<file path="config.mk">
export PLATFORM = sky130hd
export DESIGN_NAME = seq_alu
export DESIGN_NICKNAME = d
export VERILOG_FILES = /design/src/rtl/seq_alu.sv
export SDC_FILE = /design/constraint.sdc
export NUM_CORES = 1
export LEC_CHECK = 0
export BUFFER_PORTS_ARGS = -buffer_cell sky130_fd_sc_hd__clkbuf_2
export CORE_MARGIN = 3
export CORE_UTILIZATION = 45
export CTS_BUF_LIST = sky130_fd_sc_hd__clkbuf_16
export DETAILED_ROUTE_END_ITERATION = 10
export PLACE_DENSITY = 0.69
export SLEW_MARGIN = 10
export SYNTH_ARGS = -nofsm -noshare
export SYNTH_HDL_FRONTEND = slang
export SYNTH_SLANG_ARGS = --single-unit
</file>
<file path="constraint.sdc">
create_clock -name clk -period 4.9 [get_ports clk]
set_input_delay 0.245 -clock clk [delete_from_list [all_inputs] [get_ports clk]]
set_output_delay 0.245 -clock clk [all_outputs]
set_load 0.03 [all_outputs]
</file>
<file path="src/rtl/seq_alu.sv">
// Registered ALU with NZCV flags, shifts and a multi-cycle shift-add multiply.
// Accepts one op per cycle through a valid/ready handshake; MUL stalls in_ready for WIDTH cycles.
module seq_alu #(
   parameter int WIDTH = 8
) (
   input  logic             clk,
   input  logic             rst,
   input  logic             in_valid,
   output logic             in_ready,
   input  logic [3:0]       alu_op,
   input  logic [WIDTH-1:0] operand_a,
   input  logic [WIDTH-1:0] operand_b,
   output logic [WIDTH-1:0] result,
   output logic [WIDTH-1:0] result_hi,
   output logic             done,
   output logic             busy,
   output logic             zero_flag,
   output logic             carry_flag,
   output logic             negative_flag,
   output logic             overflow_flag
);

   localparam int unsigned SHW = $clog2(WIDTH);
   localparam int unsigned PW  = 2 * WIDTH;

   localparam logic [3:0] OP_ADD  = 4'b0000;
   localparam logic [3:0] OP_SUB  = 4'b0001;
   localparam logic [3:0] OP_AND  = 4'b0010;
   localparam logic [3:0] OP_OR   = 4'b0011;
   localparam logic [3:0] OP_XOR  = 4'b0100;
   localparam logic [3:0] OP_PASS = 4'b0101;
   localparam logic [3:0] OP_SHL  = 4'b0110;
   localparam logic [3:0] OP_SHR  = 4'b0111;
   localparam logic [3:0] OP_ASR  = 4'b1000;
   localparam logic [3:0] OP_MUL  = 4'b1001;

   typedef enum logic {ST_IDLE, ST_MUL} state_t;

   state_t            state;
   logic [PW-1:0]     mcand;
   logic [WIDTH-1:0]  mplier;
   logic [PW-1:0]     acc;
   logic [SHW-1:0]    count;

   logic [SHW-1:0]    shamt;
   logic [WIDTH:0]    sum_w;
   logic [WIDTH:0]    diff_w;
   logic [WIDTH:0]    shl_w;
   logic [WIDTH:0]    shr_w;
   logic signed [WIDTH:0] asr_w;

   logic [WIDTH-1:0]  alu_res;
   logic              alu_c;
   logic              alu_v;
   logic              alu_undef;

   logic [PW-1:0]     step_acc;
   logic              last_step;

   assign in_ready = (state == ST_IDLE);

   // Shifts carry one extra bit so the last bit shifted out falls out as the carry.
   assign shamt  = operand_b[SHW-1:0];
   assign sum_w  = {1'b0, operand_a} + {1'b0, operand_b};
   assign diff_w = {1'b0, operand_a} - {1'b0, operand_b};
   assign shl_w  = {1'b0, operand_a} << shamt;
   assign shr_w  = {operand_a, 1'b0} >> shamt;
   assign asr_w  = $signed({operand_a, 1'b0}) >>> shamt;

   // Single-cycle datapath result and carry/overflow.
   always_comb begin
      alu_res   = '0;
      alu_c     = 1'b0;
      alu_v     = 1'b0;
      alu_undef = 1'b0;
      case (alu_op)
         OP_ADD: begin
            alu_res = sum_w[WIDTH-1:0];
            alu_c   = sum_w[WIDTH];
            alu_v   = (operand_a[WIDTH-1] == operand_b[WIDTH-1]) &&
                      (sum_w[WIDTH-1] != operand_a[WIDTH-1]);
         end
         OP_SUB: begin
            alu_res = diff_w[WIDTH-1:0];
            alu_c   = diff_w[WIDTH];
            alu_v   = (operand_a[WIDTH-1] != operand_b[WIDTH-1]) &&
                      (diff_w[WIDTH-1] != operand_a[WIDTH-1]);
         end
         OP_AND:  alu_res = operand_a & operand_b;
         OP_OR:   alu_res = operand_a | operand_b;
         OP_XOR:  alu_res = operand_a ^ operand_b;
         OP_PASS: alu_res = operand_a;
         OP_SHL: begin
            alu_res = shl_w[WIDTH-1:0];
            alu_c   = shl_w[WIDTH];
         end
         OP_SHR: begin
            alu_res = shr_w[WIDTH:1];
            alu_c   = shr_w[0];
         end
         OP_ASR: begin
            alu_res = asr_w[WIDTH:1];
            alu_c   = asr_w[0];
         end
         OP_MUL:  alu_res = '0;
         default: alu_undef = 1'b1;
      endcase
   end

   assign step_acc  = acc + (mplier[0] ? mcand : PW'(0));
   assign last_step = (count == SHW'(WIDTH - 1));

   // Control FSM, multiply iteration and registered outputs.
   always_ff @(posedge clk) begin
      if (rst) begin
         state         <= ST_IDLE;
         mcand         <= '0;
         mplier        <= '0;
         acc           <= '0;
         count         <= '0;
         result        <= '0;
         result_hi     <= '0;
         done          <= 1'b0;
         busy          <= 1'b0;
         zero_flag     <= 1'b0;
         carry_flag    <= 1'b0;
         negative_flag <= 1'b0;
         overflow_flag <= 1'b0;
      end else begin
         done <= 1'b0;
         case (state)
            ST_IDLE: begin
               if (in_valid) begin
                  if (alu_op == OP_MUL) begin
                     mcand  <= PW'(operand_a);
                     mplier <= operand_b;
                     acc    <= '0;
                     count  <= '0;
                     busy   <= 1'b1;
                     state  <= ST_MUL;
                  end else begin
                     result        <= alu_res;
                     result_hi     <= '0;
                     zero_flag     <= alu_undef | (alu_res == '0);
                     carry_flag    <= alu_c;
                     negative_flag <= alu_res[WIDTH-1];
                     overflow_flag <= alu_v;
                     done          <= 1'b1;
                  end
               end
            end
            ST_MUL: begin
               acc    <= step_acc;
               mcand  <= {mcand[PW-2:0], 1'b0};
               mplier <= mplier >> 1;
               count  <= count + SHW'(1);
               if (last_step) begin
                  result        <= step_acc[WIDTH-1:0];
                  result_hi     <= step_acc[PW-1:WIDTH];
                  zero_flag     <= (step_acc == '0);
                  carry_flag    <= (step_acc[PW-1:WIDTH] != '0);
                  negative_flag <= step_acc[WIDTH-1];
                  overflow_flag <= 1'b0;
                  busy          <= 1'b0;
                  done          <= 1'b1;
                  state         <= ST_IDLE;
               end
            end
            default: state <= ST_IDLE;
         endcase
      end
   end

endmodule

</file>
==> flow_summary.yaml, run 1 <==
outcome:
  outcome: "completed"
timing:
  maxSlewViolCount: 0
  rsz0062_at_grt: "no"
  worst_pin_slew_ps: 1017
  period_needed_ps: 3350
  skew_ps: 6.761
  hold_viol_final: 0
  relSlewSlack_pct: 32.20
  finalSetupTns_ps: 0
  worst_slack_ps: 1550
  max_freq_mhz: 298.5
  setup_viol: 0
  period_share_pct: 68.36
critical_path:
  cp_max_fo: 17
  worst-r2r-cell-count: 11
  critPathCaptureType: "register"
  path_class: "reg2reg"
  cp_data_arrival_time_ps: 3530
  setup.worst_path.start_class: "register"
  rrSetupSlack_ps: 1550
  rr_endpoint: "carry_flag$_SDFFE_PP0P_"
  required_ps: 5080
  r2r_start: "mplier[0]$_SDFFE_PP0P_"
place:
  dpl_cell_area_sq_um: 5580
  io_buffers: 45
  hpwlAfterDp_um: 11380
  place_congestion: 0.9576
  dp_slack_ps: 1588
floorplan:
  core_sq_um: 11520
  ios: 46
  dieArea_sq_um: 13270
  die_w_um: 115.2
  die_h_um: 115.2
  start_util_pct: 46.58
  row_count: 39
global_route:
  grt_pass1_wl_um: 25300
  antenna_found_initial: 1
  grt_max_degree: 44
  gr-total-overflow: 0
  grt_usage_pct: 23.69
  grt_pass1_vias: 4979
clock_network:
  tritoncts: "yes"
  root_buffer: "clkbuf_16"
  hold_buffers: 0
  clkSlewWorstSetupHoldPaths_ps: 60
  clockBufferDepth: 2
  clock_latency_ps: 330
  cts-buffers-inserted: 9
  post_cts_buffers: 0
  clock_sinks: 65
  htreeDepth: 3
  cts-resized-gates: 0
logic_synthesis:
  yosys.cell_types.count: 74
  synth_fp_nets: 773
  syn_area_sq_um: 5364
  syn_inst: 705
  yosys_warnings: 0
  synth_flop_cell: "dfxtp_1"
  synth_edf_count: 0
  syn_area_per_cell_sq_um: 7.608
  seq_area_frac_synth_pct: 24.26
  async_flop_share_pct: 0
  synth-seq-cells: 65
finish:
  drive_above_1_share_pct: 13.85
  diodes: 0
  final_cell_mix: "a21oi_1 (105), nand2_1 (74), dfxtp_1 (64)"
  area_growth_pct: 9.121
  fill_cells: 1130
  fin_nets: 778
  mostFrequentLayoutCell: "a21oi_1"
  stdcell_area_sq_um: 5853
drt:
  via_count: 5295
  wl_per_cell_um: 18.16
  final_antenna_net_count: 0
  wl_um: 15580
  viasPerCell: 6.171
  first_pass_iters: 5
  drc_errors: 0
  drt_iter0_drc: 454
hold_path:
  holdPathEnd: "mplier[5]$_SDFFE_PP0P_"
  hold_depth: 5
  min-delay-start: "operand_b[5]"
  hold_class: "in2reg"
job:
  cap_violations: 0
pwr:
  leakagePower_nw: 2.441
  power_density_nw_per_um2: 239.6
  power_mw: 1.402
  vdd_drop_max_mv: 0.1574
## worst max-delay path: stages, from the launching register on
cell	delay, ps
dfxtp_1	420
and2_1	220
ha_1	200
fa_1	440
a211oi_2	230
o21ai_1	140
a2111oi_2	360
o21bai_1	140
xor2_1	170
or4_1	550
nor3_2	210
a311oi_1	130
## cell families (layout without fill, tap and decap cells)
| kind of cell | after synthesis | count (layout) | share of synthesized area [%] |
|---|---|---|---|
| fa+ha+maj | 45 | 45 | 10.92 |
| mux | 20 | 20 | 5.738 |
| xor+xnor | 16 | 16 | 2.612 |
| compound gates | 230 | 230 | 27.41 |
| buf+inv | 86 | 96 | 6.461 |
| simple gates | 243 | 243 | 22.60 |
| flops | 65 | 65 | 24.26 |
## layer usage
| metal | GRT usage (%) | part of all wire (%) | vias up |
|---|---|---|---|
| met2 | 34.99 | 43 | 212 |
| met4 | 6.573 | 1.3 | 2 |
| met3 | 6.579 | 7.5 | 18 |
| li1 | - | - | 2563 |
| met5 | 0 | 0.13 | - |
| met1 | 33.85 | 48 | 2500 |
## power breakdown
group          internal [mW]  switching, mW
combinational         0.0979          0.179
sequential             0.537        0.00701
clock                  0.341          0.240
## stage by stage
step / cells / utilization, % / hold slack [ps]
final: 858 / 50.83 / 409.6
after CTS: 858 / 50.83 / 406.9
after global routing: 858 / 50.83 / 451.5
after detailed placement: 842 / 48.46 / 445.3
after floorplan: 705 / - / 329.1
after global placement: 842 / 48.46 / 438.8
## final cells by class
cell class	instances	area [sq um]	area share, %
multi-input combinational	554	3716	63.49
sequential	65	1303	22.25
timing repair buffer	52	277.8	4.746
clock buffer	9	225.2	3.848
tap	143	178.9	3.057
inverter	28	105.1	1.796
clock inverter	7	47.55	0.8123
## cells in the mapped netlist, types with 3 or more instances
library cell | count | share of area (%)
a21oi_1 | 105 | 9.8
clkbuf_1 | 35 | 2.4
o32ai_1 | 3 | 0.49
ha_1 | 42 | 9.8
o21bai_1 | 7 | 0.98
and2_1 | 16 | 1.9
nand2_1 | 74 | 5.2
xnor2_1 | 10 | 1.6
a2111oi_0 | 3 | 0.49
buf_2 | 13 | 1.2
nand2b_1 | 5 | 0.58
o31ai_1 | 3 | 0.42
o211ai_1 | 12 | 1.7
a22oi_1 | 6 | 0.84
nand3_1 | 31 | 2.9
or2_2 | 5 | 0.58
nor3_1 | 11 | 1.0
a21o_1 | 4 | 0.56
o21a_1 | 4 | 0.56
mux2_2 | 6 | 1.3
mux2i_1 | 6 | 1.1
buf_1 | 8 | 0.56
a31oi_1 | 6 | 0.70
nor2_1 | 60 | 4.2
mux4_2 | 8 | 3.4
o21ai_0 | 27 | 2.5
nor2b_1 | 5 | 0.58
and3_1 | 13 | 1.5
a221oi_1 | 5 | 0.82
inv_1 | 28 | 2.0
nor3b_1 | 3 | 0.42
a211oi_1 | 9 | 1.3
xor2_1 | 6 | 0.98
nor4_1 | 4 | 0.47
dfxtp_1 | 65 | 24
a32oi_1 | 3 | 0.49
fa_1 | 3 | 1.1
## registers in the layout, summed over array words and instances, names as in the netlist, 3 cells and up
signal / flops
acc: 16
mcand: 16
mplier: 8
result: 8
result_hi: 8
count: 3
## worst max-delay path by stage
stage,from,endpoint,cells past startpoint
6_report,mplier[0]$_SDFFE_PP0P_,carry_flag$_SDFFE_PP0P_,11
3_5_place_dp,operand_b[1],result[7]$_SDFFE_PP0P_,11
4_1_cts,mplier[0]$_SDFFE_PP0P_,carry_flag$_SDFFE_PP0P_,11
2_1_floorplan,mplier[0]$_SDFFE_PP0P_,carry_flag$_SDFFE_PP0P_,11
3_3_place_gp,mplier[0]$_SDFFE_PP0P_,carry_flag$_SDFFE_PP0P_,11
5_1_grt,mplier[0]$_SDFFE_PP0P_,carry_flag$_SDFFE_PP0P_,11
No activity file was read; power rests on OpenSTA's default activity.
==> run 2: changes to the inputs <==
Clock period 4.9 ns to 3.5 ns, I/O delays scaled along.
==> run 2 against run 1 <==
Compared with the run above: first-iteration DRC count is 18% higher; highest routed layer unchanged; critical path type unchanged; worst setup slack got worse by 1300 ps; largest cell class unchanged; largest power group unchanged; non-clock buffer count grew 7.
==> flow_summary.yaml, run 2 (synthesis gave the netlist of run 1 again) <==
finish:
  area_growth_pct: 10.17
  drive_above_1_share_pct: 14.29
  fin_nets: 785
  reg_top3: "acc: 16 flops, mcand: 16 flops"
  diodes: 0
  mostFrequentLayoutCell: "a21oi_1"
  final_cell_mix: "a21oi_1 (105), nand2_1 (74), dfxtp_1 (64)"
drt:
  final_antenna_net_count: 0
  wl_um: 15570
  drt-met1-wl_um: 7390
  drc_errors: 0
  wl_per_cell_um: 18.02
  met3_wirelength_um: 1212
  first_pass_iters: 6
  viasPerCell: 6.154
  drt_iter0_drc: 537
  met2_length_um: 6687
  via_count: 5317
  top_layer: "met5"
clock_network:
  htreeDepth: 3
  clockBufferDepth: 2
  root_buffer: "clkbuf_16"
  tritoncts: "yes"
  hold_buffers: 0
  clock_sinks: 65
  clkSlewWorstSetupHoldPaths_ps: 60
  cts-buffers-inserted: 9
  post_cts_buffers: 0
  clock_latency_ps: 330
  cts-resized-gates: 0
timing:
  hold_viol_final: 0
  setup_viol: 0
  skew_ps: 7.626
  maxSlewViolCount: 0
  rsz0062_at_grt: "no"
  worst_pin_slew_ps: 893.9
  relSlewSlack_pct: 38.87
  finalSetupTns_ps: 0
  period_share_pct: 91.52
  max_freq_mhz: 312.2
  period_needed_ps: 3203
  timing.hold.ws_ps: 328.5
critical_path:
  path_class: "reg2reg"
  setup.worst_path.start_class: "register"
  critPathCaptureType: "register"
  critical_path.top_delay_family: "compound AO/OA/AOI/OAI gates"
  crit_chain: "and2_1 -> ha_1 -> fa_1 -> a211oi_2 -> o21ai_1 -> a2111oi_2 -> o21bai_1 -> xor2_1 -> or4_1 -> nor3_2 -> a311oi_1"
  worstPathBufferInverterCount: 0
  cp_data_arrival_time_ps: 3390
  cpMaxStageDelayCell: "or4_1"
  required_ps: 3690
  cp_max_fo: 6
  cpPeakStageDelay_ps: 540
global_route:
  antenna_found_initial: 1
  grt_pass1_wl_um: 25340
  grt_pass1_vias: 4969
  grt_usage_pct: 23.77
  gr-total-overflow: 0
  grt_max_degree: 47
floorplan:
  dieArea_sq_um: 13270
  ios: 46
  core_sq_um: 11520
  start_util_pct: 46.58
  row_count: 39
  die_w_um: 115.2
  die_h_um: 115.2
pwr:
  leakagePower_nw: 2.483
  vdd_drop_max_mv: 0.1898
  clkPwrFrac_pct: 42.4
  seqPwrFrac_pct: 37.9
  power_density_nw_per_um2: 340.2
  pwr-share-comb_pct: 19.7
  p_sw_share_pct: 28.83
  internal_power_mw: 1.431
  switching_power_mw: 0.5797
place:
  place_congestion: 0.9597
  hpwlAfterDp_um: 11480
  io_buffers: 45
job:
  cap_violations: 0
outcome:
  outcome: "completed"
hold_path:
  hold_class: "in2reg"
run 2: worst paths after layout:
kind	cells past startpoint	endpoint	slack (ps)	from
worst min-delay path	5	mplier[4]$_SDFFE_PP0P_	330	operand_b[4]
worst min register to register	2	result_hi[0]$_SDFFE_PP0P_	450	result_hi[0]$_SDFFE_PP0P_
worst max-delay path	11	carry_flag$_SDFFE_PP0P_	300	mplier[0]$_SDFFE_PP0P_
worst max register to register	11	carry_flag$_SDFFE_PP0P_	300	mplier[0]$_SDFFE_PP0P_
run 2: per-layer routing:
layer  GRT usage [%]  vias up
met5               0        -
met4           7.277        2
met3           5.947       23
met2           34.88      216
met1           34.29     2500
li1                -     2576
run 2: power groups by stage:
stage / Combinational [mW] / Sequential, mW / Clock, mW
after floorplan: 0.262 / 0.793 / 0
after global placement: 0.380 / 0.777 / 0
after detailed placement: 0.386 / 0.777 / 0
after CTS: 0.388 / 0.761 / 0.864
after global routing: 0.431 / 0.763 / 0.892
final: 0.396 / 0.762 / 0.853
run 2: per-stage QoR:
step                      util [%]  area [sq um]  cells  worst slack (ps)  total power, mW
final                        51.31          5909    864             296.8            2.011
after global routing         51.31          5909    864             35.91            2.086
after CTS                    51.31          5909    864             291.5            2.014
after detailed placement     48.91          5633    849             307.8            1.163
after global placement       48.91          5633    849             351.1            1.157
after floorplan                  -          5364    705             547.2            1.055
run 2: final cells by class:
cell class                      count  area (sq um)
Sequential cell                    65          1303
Fill cell                        1111          5607
Tap cell                          143         178.9
Clock buffer                        9         225.2
Inverter                           28         105.1
Multi-Input combinational cell    554          3716
Timing Repair Buffer               59         330.3
Clock inverter                      6         51.30
run 2: worst register-to-register path, cell delays in order (launching register included):
cell and delay, ps:
dfxtp_1 340, and2_1 170, ha_1 210, fa_1 440
a211oi_2 230, o21ai_1 130, a2111oi_2 390, o21bai_1 140
xor2_1 170, or4_1 540, nor3_2 190, a311oi_1 120
==> run 3: changes to the inputs <==
Settings changed: MAX_ROUTING_LAYER from default to met4.
==> run 3 against run 2 <==
Compared with the run above: first-iteration DRC count decreased by 31%; total power grew 0.84%; sequential cell count unchanged; utilization rose by 0.32 points; critical endpoint unchanged.
==> flow_summary.yaml, run 3 (synthesis gave the netlist of run 1 again) <==
outcome:
  outcome: "completed"
timing:
  relSlewSlack_pct: 46.16
  setup_viol: 0
  rsz0062_at_grt: "no"
  max_freq_mhz: 318.3
  period_share_pct: 89.77
  period_needed_ps: 3142
  skew_ps: 9.947
  maxSlewViolCount: 0
  hold_viol_final: 0
  worst_pin_slew_ps: 787.3
  finalSetupTns_ps: 0
  timing.hold.ws_ps: 327.2
pwr:
  leakagePower_nw: 2.496
  power_mw: 2.027
  vdd_drop_max_mv: 0.1671
  power_density_nw_per_um2: 341.0
hold_path:
  min-delay-start: "operand_b[6]"
  hold_class: "in2reg"
drt:
  drt_iter0_drc: 370
  via_count: 5294
  first_pass_iters: 5
  final_antenna_net_count: 0
  drc_errors: 0
  wl_um: 15750
  wl_per_cell_um: 18.12
  viasPerCell: 6.092
global_route:
  grt_pass1_wl_um: 25540
  grt_pass1_vias: 4855
  antenna_found_initial: 1
  grt_usage_pct: 24.70
  gr-total-overflow: 0
  grt_max_degree: 45
floorplan:
  die_h_um: 115.2
  row_count: 39
  ios: 46
  dieArea_sq_um: 13270
  start_util_pct: 46.58
  die_w_um: 115.2
  core_sq_um: 11520
clock_network:
  htreeDepth: 3
  cts-resized-gates: 0
  clock_sinks: 65
  tritoncts: "yes"
  hold_buffers: 0
  clkSlewWorstSetupHoldPaths_ps: 60
  root_buffer: "clkbuf_16"
  clockBufferDepth: 2
  post_cts_buffers: 0
  clock_latency_ps: 330
  cts-buffers-inserted: 9
critical_path:
  path_class: "reg2reg"
  setup.worst_path.start_class: "register"
  r2r_start: "mplier[0]$_SDFFE_PP0P_"
  rr_endpoint: "carry_flag$_SDFFE_PP0P_"
  critPathCaptureType: "register"
  endpoint: "carry_flag$_SDFFE_PP0P_"
  worst-r2r-cell-count: 11
  rrSetupSlack_ps: 360
  required_ps: 3680
  cp_max_fo: 5
  cp_data_arrival_time_ps: 3320
  startpoint: "mplier[0]$_SDFFE_PP0P_"
finish:
  mostFrequentLayoutCell: "a21oi_1"
  final_cell_mix: "a21oi_1 (105), nand2_1 (74), dfxtp_1 (64)"
  reg_top3: "acc: 16 flops, mcand: 16 flops"
  area_growth_pct: 10.85
  final_cells: 869
  drive_above_1_share_pct: 14.90
  fin_nets: 788
place:
  place_congestion: 0.9944
  io_buffers: 45
  hpwlAfterDp_um: 11650
  dp_cells: 852
job:
  cap_violations: 0
==> run 3: how the worst min path moves through the flow <==
| stage | endpoint | slack [ps] | cells past startpoint |
|---|---|---|---|
| final | mplier[6]$_SDFFE_PP0P_ | 330 | 5 |
| after global routing | mplier[6]$_SDFFE_PP0P_ | 360 | 5 |
| after CTS | mplier[4]$_SDFFE_PP0P_ | 330 | 5 |
| after detailed placement | result_hi[6]$_SDFFE_PP0P_ | 450 | 2 |
| after global placement | result[6]$_SDFFE_PP0P_ | 440 | 2 |
| after floorplan | done$_SDFF_PP0_ | 260 | 1 |
==> run 3: critical path, stage by stage, from the launching register on <==
cell and delay [ps]:
dfxtp_1 320, and2_1 160, ha_1 200, fa_1 440, a211oi_2 230, o21ai_1 140, a2111oi_2 370, o21bai_1 140
xor2_1 180, or4_1 550, nor3_2 160, a311oi_1 110
==> run 3: through the flow <==
stage | worst slack [ps] | area [sq um] | utilization, %
after floorplan | 547.2 | 5364 | -
after global placement | 398.3 | 5655 | 49.11
after detailed placement | 355.1 | 5655 | 49.11
after CTS | 347.2 | 5943 | 51.61
after global routing | 111.7 | 5946 | 51.63
final | 357.9 | 5946 | 51.63
==> run 3: routing by layer <==
layer / up-vias / global-route usage (%) / share of wire, %
met3: 19 / 5.053 / 6.6
met4: 0 / 4.617 / 1.1
met2: 192 / 35.22 / 43
li1: 2582 / - / -
met1: 2501 / 36.22 / 50
met5: - / - / 0
==> run 3: area by class of cell <==
class	count	area (sq um)
diodes	1	2.502
inverters	28	105.1
flip-flops and latches	65	1303
clock buffers	9	225.2
fillers	1134	5570
well taps	143	178.9
repair buffers	62	352.8
clock inverters	7	62.56
multi-input cells	554	3716
==> run 3: where the power goes <==
part,internal [mW],switching [mW]
combinational,0.146,0.256
clock,0.543,0.320
sequential,0.753,0.00956
total,1.44,0.586
